## src/rtl/pipeline_hazard_ctrl.sv

```systemverilog
// pipeline_hazard_ctrl -- stall, flush and forwarding control for a 5-stage pipe.
//
// Ports
//   clk, reset      rising-edge clock, async active-low reset
//   id_op/rs/rt     instruction in ID (opcode, source fields)
//   ex_op/rd/rs/rt  instruction in EX
//   mem_op/rd       instruction in MEM
//   wb_op/rd        instruction in WB
//   br_taken        control-flow instruction in EX resolved taken
//   pc_write        PC load enable
//   ifid_write      IF/ID load enable
//   ifid_flush      squash IF/ID to NOP
//   idex_flush      insert bubble into ID/EX
//   fwd_a, fwd_b    EX operand select: 00 regfile, 10 EX/MEM, 01 MEM/WB
//   stall_cnt       saturating count of cycles with pc_write=0
//   flush_cnt       saturating count of cycles with ifid_flush=1
//   state           00 RUN, 01 STALL, 10 FLUSH
//
// Control outputs respond in the same cycle as the hazard, so they are
// decoded from the registered state plus the live stage opcodes.

// One forwarding-select lane: picks EX/MEM over MEM/WB for a single operand.
module pipeline_hazard_fwd_sel (
  input  logic       rd_en,    // EX instruction reads this operand
  input  logic       mem_fwd,  // MEM holds a forwardable (non-load) writer
  input  logic [5:0] mem_rd,
  input  logic       wb_fwd,   // WB holds a writer
  input  logic [5:0] wb_rd,
  input  logic [5:0] src,
  output logic [1:0] sel
);
  always_comb begin
    sel = 2'b00;
    if (rd_en && mem_fwd && mem_rd == src)     sel = 2'b10;
    else if (rd_en && wb_fwd && wb_rd == src)  sel = 2'b01;
  end
endmodule

module pipeline_hazard_ctrl #(
  parameter int LU_STALLS  = 1,
  parameter int BR_PENALTY = 1
) (
  input  logic        clk,
  input  logic        reset,
  input  logic [3:0]  id_op,
  input  logic [5:0]  id_rs,
  input  logic [5:0]  id_rt,
  input  logic [3:0]  ex_op,
  input  logic [5:0]  ex_rd,
  input  logic [5:0]  ex_rs,
  input  logic [5:0]  ex_rt,
  input  logic [3:0]  mem_op,
  input  logic [5:0]  mem_rd,
  input  logic [3:0]  wb_op,
  input  logic [5:0]  wb_rd,
  input  logic        br_taken,
  output logic        pc_write,
  output logic        ifid_write,
  output logic        ifid_flush,
  output logic        idex_flush,
  output logic [1:0]  fwd_a,
  output logic [1:0]  fwd_b,
  output logic [15:0] stall_cnt,
  output logic [15:0] flush_cnt,
  output logic [1:0]  state
);
  localparam int          NUM_OPS = 2;  // rs lane 0, rt lane 1
  localparam logic [3:0]  OP_LD   = 4'hE;
  localparam logic [1:0]  LU_INIT = 2'(LU_STALLS - 1);
  localparam logic [1:0]  BR_INIT = 2'(BR_PENALTY - 1);

  typedef enum logic [1:0] {RUN = 2'b00, STALL = 2'b01, FLUSH = 2'b10} state_t;

  function automatic logic is_wr(input logic [3:0] op);
    return op inside {4'h4, 4'h5, 4'h6, 4'h7, 4'hE, 4'hF};
  endfunction
  function automatic logic rd_rs(input logic [3:0] op);
    return op inside {4'h3, [4'h4:4'h7], [4'h8:4'hB], 4'hE};
  endfunction
  function automatic logic rd_rt(input logic [3:0] op);
    return op inside {4'h3, 4'h4, 4'h7};
  endfunction

  // forwarding lanes
  logic [NUM_OPS-1:0]      fw_en;
  logic [NUM_OPS-1:0][5:0] fw_src;
  logic [NUM_OPS-1:0][1:0] fw_sel;
  logic                    mem_fwd, wb_fwd;

  // loads have no result in EX/MEM yet, so they only forward from MEM/WB
  assign mem_fwd   = is_wr(mem_op) && mem_op != OP_LD;
  assign wb_fwd    = is_wr(wb_op);
  assign fw_en     = {rd_rt(ex_op), rd_rs(ex_op)};
  assign fw_src    = {ex_rt, ex_rs};

  for (genvar g = 0; g < NUM_OPS; g++) begin : g_fwd
    pipeline_hazard_fwd_sel u_sel (
      .rd_en  (fw_en[g]),
      .mem_fwd(mem_fwd),
      .mem_rd (mem_rd),
      .wb_fwd (wb_fwd),
      .wb_rd  (wb_rd),
      .src    (fw_src[g]),
      .sel    (fw_sel[g])
    );
  end

  assign fwd_a = reset ? fw_sel[0] : 2'b00;
  assign fwd_b = reset ? fw_sel[1] : 2'b00;

  // hazard decode
  state_t     st;
  logic [1:0] cnt;
  logic       lu;
  logic       pc_w, ifid_w, ifid_f, idex_f;

  assign lu = (ex_op == OP_LD) &&
              ((rd_rs(id_op) && ex_rd == id_rs) || (rd_rt(id_op) && ex_rd == id_rt));

  always_comb begin
    pc_w   = 1'b1;
    ifid_w = 1'b1;
    ifid_f = 1'b0;
    idex_f = 1'b0;
    if (br_taken) begin
      ifid_f = 1'b1;
      idex_f = 1'b1;
    end else begin
      case (st)
        STALL: begin
          pc_w   = 1'b0;
          ifid_w = 1'b0;
          idex_f = 1'b1;
        end
        FLUSH: begin
          ifid_f = 1'b1;
          if (lu) begin
            pc_w   = 1'b0;
            ifid_w = 1'b0;
            idex_f = 1'b1;
          end
        end
        default: begin
          if (lu) begin
            pc_w   = 1'b0;
            ifid_w = 1'b0;
            idex_f = 1'b1;
          end
        end
      endcase
    end
  end

  // reset forces the run-mode values without waiting for a clock
  assign pc_write   = pc_w   | ~reset;
  assign ifid_write = ifid_w | ~reset;
  assign ifid_flush = ifid_f &  reset;
  assign idex_flush = idex_f &  reset;
  assign state      = st;

  always_ff @(posedge clk or negedge reset) begin
    if (!reset) begin
      st        <= RUN;
      cnt       <= 2'd0;
      stall_cnt <= 16'd0;
      flush_cnt <= 16'd0;
    end else begin
      if (!pc_w && stall_cnt != 16'hFFFF) stall_cnt <= stall_cnt + 16'd1;
      if (ifid_f && flush_cnt != 16'hFFFF) flush_cnt <= flush_cnt + 16'd1;

      if (br_taken) begin
        // a taken branch abandons any stall and (re)starts the flush window
        if (BR_PENALTY > 1) begin
          st  <= FLUSH;
          cnt <= BR_INIT;
        end else begin
          st  <= RUN;
          cnt <= 2'd0;
        end
      end else begin
        case (st)
          STALL: begin
            if (cnt <= 2'd1) begin
              st  <= RUN;
              cnt <= 2'd0;
            end else begin
              cnt <= cnt - 2'd1;
            end
          end
          FLUSH: begin
            if (lu && LU_STALLS > 1) begin
              st  <= STALL;
              cnt <= LU_INIT;
            end else if (lu || cnt <= 2'd1) begin
              st  <= RUN;
              cnt <= 2'd0;
            end else begin
              cnt <= cnt - 2'd1;
            end
          end
          default: begin
            // the first stall cycle is spent here in RUN
            if (lu && LU_STALLS > 1) begin
              st  <= STALL;
              cnt <= LU_INIT;
            end else begin
              st  <= RUN;
              cnt <= 2'd0;
            end
          end
        endcase
      end
    end
  end
endmodule

```

## config.mk

```make
export PLATFORM = sky130hd
export DESIGN_NAME = pipeline_hazard_ctrl
export DESIGN_NICKNAME = d
export VERILOG_FILES = /design/src/rtl/pipeline_hazard_ctrl.sv
export SDC_FILE = /design/constraint.sdc
export NUM_CORES = 1
export LEC_CHECK = 0
export CAP_MARGIN = 10
export CORE_AREA = 2 2 80 82
export CTS_CLUSTER_DIAMETER = 150
export DETAILED_ROUTE_END_ITERATION = 10
export DIE_AREA = 0 0 82 84
export PLACE_DENSITY = 0.88
export SLEW_MARGIN = 15
export SYNTH_ARGS = -nofsm -noshare
export SYNTH_HDL_FRONTEND = slang
export SYNTH_SLANG_ARGS = --single-unit
```

## constraint.sdc

```tcl
create_clock -name clk -period 2.15 [get_ports clk]
set_input_delay 0.43 -clock clk [delete_from_list [all_inputs] [get_ports clk]]
set_output_delay 0.43 -clock clk [all_outputs]
set_load 0.01 [all_outputs]
```

==> run summary <==
share of layout cells above drive strength 1 -> 26.5%
peak supply drop -> 0.531 mV
H-tree Lvls -> 2
final worst slack -> -0.0652 ns
Setup CP Type -> input pin to output pin
Worst Path Required -> 1.72 ns
Place WS -> -0.751 ns
Die Ht -> 84 um
number of nets in the final layout -> 422
crit path max-delay cell type -> nor4_1
Max Clk Rate -> 0.451 GHz
register share of total power -> 41.8%
area growth from synthesis to layout -> 62.5%
Sink Count -> 32
Synth Area per Inst -> 9.90 um2
Seq cells post-synth -> 32
Mapped Area -> 0.00224 mm2
Boundary Pins -> 103
1st-pass router iterations -> 4
top cells by area, synth -> dfrtp_1 36%, xor2_1 18%, xnor2_1 7.4%
DR vias/cell -> 4.92
area occupied by multi-input gates -> 0.00147 mm2
Horiz. Die Dim -> 82 um
switching power -> 0.000515 W
clock network fraction of total power -> 27.6%
Die ar. -> 0.00689 mm2
port bufs -> 99
top-count cell post-synth -> xor2_1
CTS tree -> yes
Top FF cell, synth -> dfrtp_1
number of synthesized flops with an enable pin -> 0
worst-path fanout max -> 2
P_leak -> 1.69 nW
final slew viol count -> 0
Yosys top cell area share -> 35.8%
period utilization -> 103%
Diodes inserted -> 0
Clock Skews -> 0.00277 ns
WP data arrival -> 1.79 ns
GP Congestion -> 0.830
Congestion Overflow GR -> 0
DRC viols -> 0
clock-pin slew on the worst setup and hold paths -> 0.06 ns
Synth warnings -> 0
critical path's top delay family -> simple AND/OR/NAND/NOR gates
Fin. Hold Viols -> 0
wire per inst -> 14.5 um
Synth cell types -> 36
Final ANT Viol Nets -> 0
First DRT Iteration DRCs -> 33
failing checks -> setup timing
# rows -> 29
CTS Buf Count -> 5
crit path time final -> 2.22 ns
Detailed Route WL -> 6.33 mm
clk_lat worst skew -> 0.28 ns
Critical path buffers and inverters -> 2
largest net degree at the start of global routing -> 33
synthesized instance count -> 226
Initial Util -> 36.7%
asr flop ratio synth -> 100%
Synth area leader -> dfrtp_1
CTS root buf -> clkbuf_8
status -> finished with violations
FF/Latch Area -> 801 um2
clk buf depth -> 2
PwrDens -> 492 mW/mm2
worst hold path type -> register to register
combinational share of power -> 30.5%
# setup viols final -> 2
first-pass GRT wire length -> 10.5 mm
CP startpoint kind -> input pin
internal power contribution -> 0.00128 W
initial antenna violation count -> 0
Sw Share -> 28.8%
sequential share of the synthesized area -> 35.8%
Fillers -> 532
vias -> 2146
number of global-route vias before repair -> 2296
Crit. End Element -> output pin
max incr delay on CP -> 0.39 ns
CP Cell Sequence -> dlygate4sd2_1, xor2_1, nor4_1, and4_1, and2_1, buf_2
most frequent cells after synthesis -> 47 x xor2_1, 32 x dfrtp_1, 22 x nand2_1, 19 x xnor2_1, 11 x nor2_1
Max Cap Viol -> 0
WHS -> 0.498 ns
RSZ-0062 raised after global routing -> yes
All-Layer GR Usage -> 19.6%
core area -> 0.00610 mm2
DP HPWL -> 5.12 mm
[state kept, by name (all words and copies together) (netlist names)]
name,flops
flush_cnt,16
stall_cnt,16
[metal layers]
metal  global-route usage [%]  vias up  wire, um
met2                     35.8       42      3530
met5                        0        -         0
met1                     22.3     1038      2460
met3                     4.11       15       206
met4                     5.91        0       140
li1                         -     1051         -
[layout make-up]
class                           instances  area share [%]
Multi-Input combinational cell        186            40.4
Timing Repair Buffer                  130            31.9
Sequential cell                        32            22.0
Clock buffer                            7            2.65
Tap cell                               77            2.65
Inverter                                4           0.413
[metrics by stage]
stage / instances / total power (W) / util [%] / setup TNS, ns / area, um2
6_report: 436 / 0.00179 / 59.7 / -0.0761 / 3640
5_1_grt: 436 / 0.00190 / 59.7 / -0.207 / 3640
3_5_place_dp: 427 / 0.00131 / 57.5 / -7.27 / 3510
4_1_cts: 435 / 0.00181 / 58.9 / 0 / 3590
2_1_floorplan: 227 / 0.000957 / - / -0.0153 / 2250
3_3_place_gp: 427 / 0.00129 / 57.5 / -6.20 / 3510
[cells by family after synthesis]
family                   count (synthesis)  share of synthesized area (%)
AO/OA/AOI/OAI                           11                           3.58
flip-flops                              32                           35.8
multiplexers                             5                           2.68
AND/OR/NAND/NOR                        100                           28.2
adder cells (fa/ha/maj)                  2                           1.12
other                                    1                          0.168
buffers and inverters                    9                           2.68
XOR/XNOR                                66                           25.8
[power groups by stage]
stage	sequential [W]	clock, W	combinational [W]
finish	0.000749	0.000495	0.000546
global route	0.000764	0.000544	0.000592
CTS	0.000749	0.000509	0.000550
detailed placement	0.000756	0	0.000558
global placement	0.000753	0	0.000541
floorplan	0.000776	0	0.000182
[worst paths after layout]
kind	startpoint	to	slack, ns	cells past startpoint
worst max-delay path	mem_rd[2]	fwd_a[1]	-0.07	6
worst min-delay path	flush_cnt[7]$_DFFE_PN0P_	flush_cnt[7]$_DFFE_PN0P_	0.50	1
worst max register to register	stall_cnt[0]$_DFFE_PN0P_	stall_cnt[1]$_DFFE_PN0P_	0.17	6
worst min register to register	flush_cnt[7]$_DFFE_PN0P_	flush_cnt[7]$_DFFE_PN0P_	0.50	1
max in group asynchronous	reset	stall_cnt[10]$_DFFE_PN0P_	1.11	3
min in group asynchronous	reset	stall_cnt[13]$_DFFE_PN0P_	0.75	3
[timing repair]
item	in CTS	in global routing
resized for setup	135	17
pin swaps	28	16
hold buffers	0	0
endpoints found under the setup margin	8	6
cloned	0	0
buffers inserted	1	1
[layout by cell type, fill, tap and decap left out, types with 3 or more instances in the layout]
cell	count
xor2_1	42
nor2_1	11
mux2_2	4
buf_2	11
and3_1	5
nand4_1	8
nand3_1	10
and4_1	3
inv_1	4
dfrtp_1	32
nor4_2	9
clkdlybuf4s50_1	42
nor3_1	6
and2_1	3
xnor2_1	19
nor4_1	4
buf_4	31
xor2_2	5
nand2_1	22
buf_6	8
nor4b_1	3
clkbuf_8	7
dlymetal6s2s_1	6
dlygate4sd2_1	27
(Power assumes the default switching activity.)
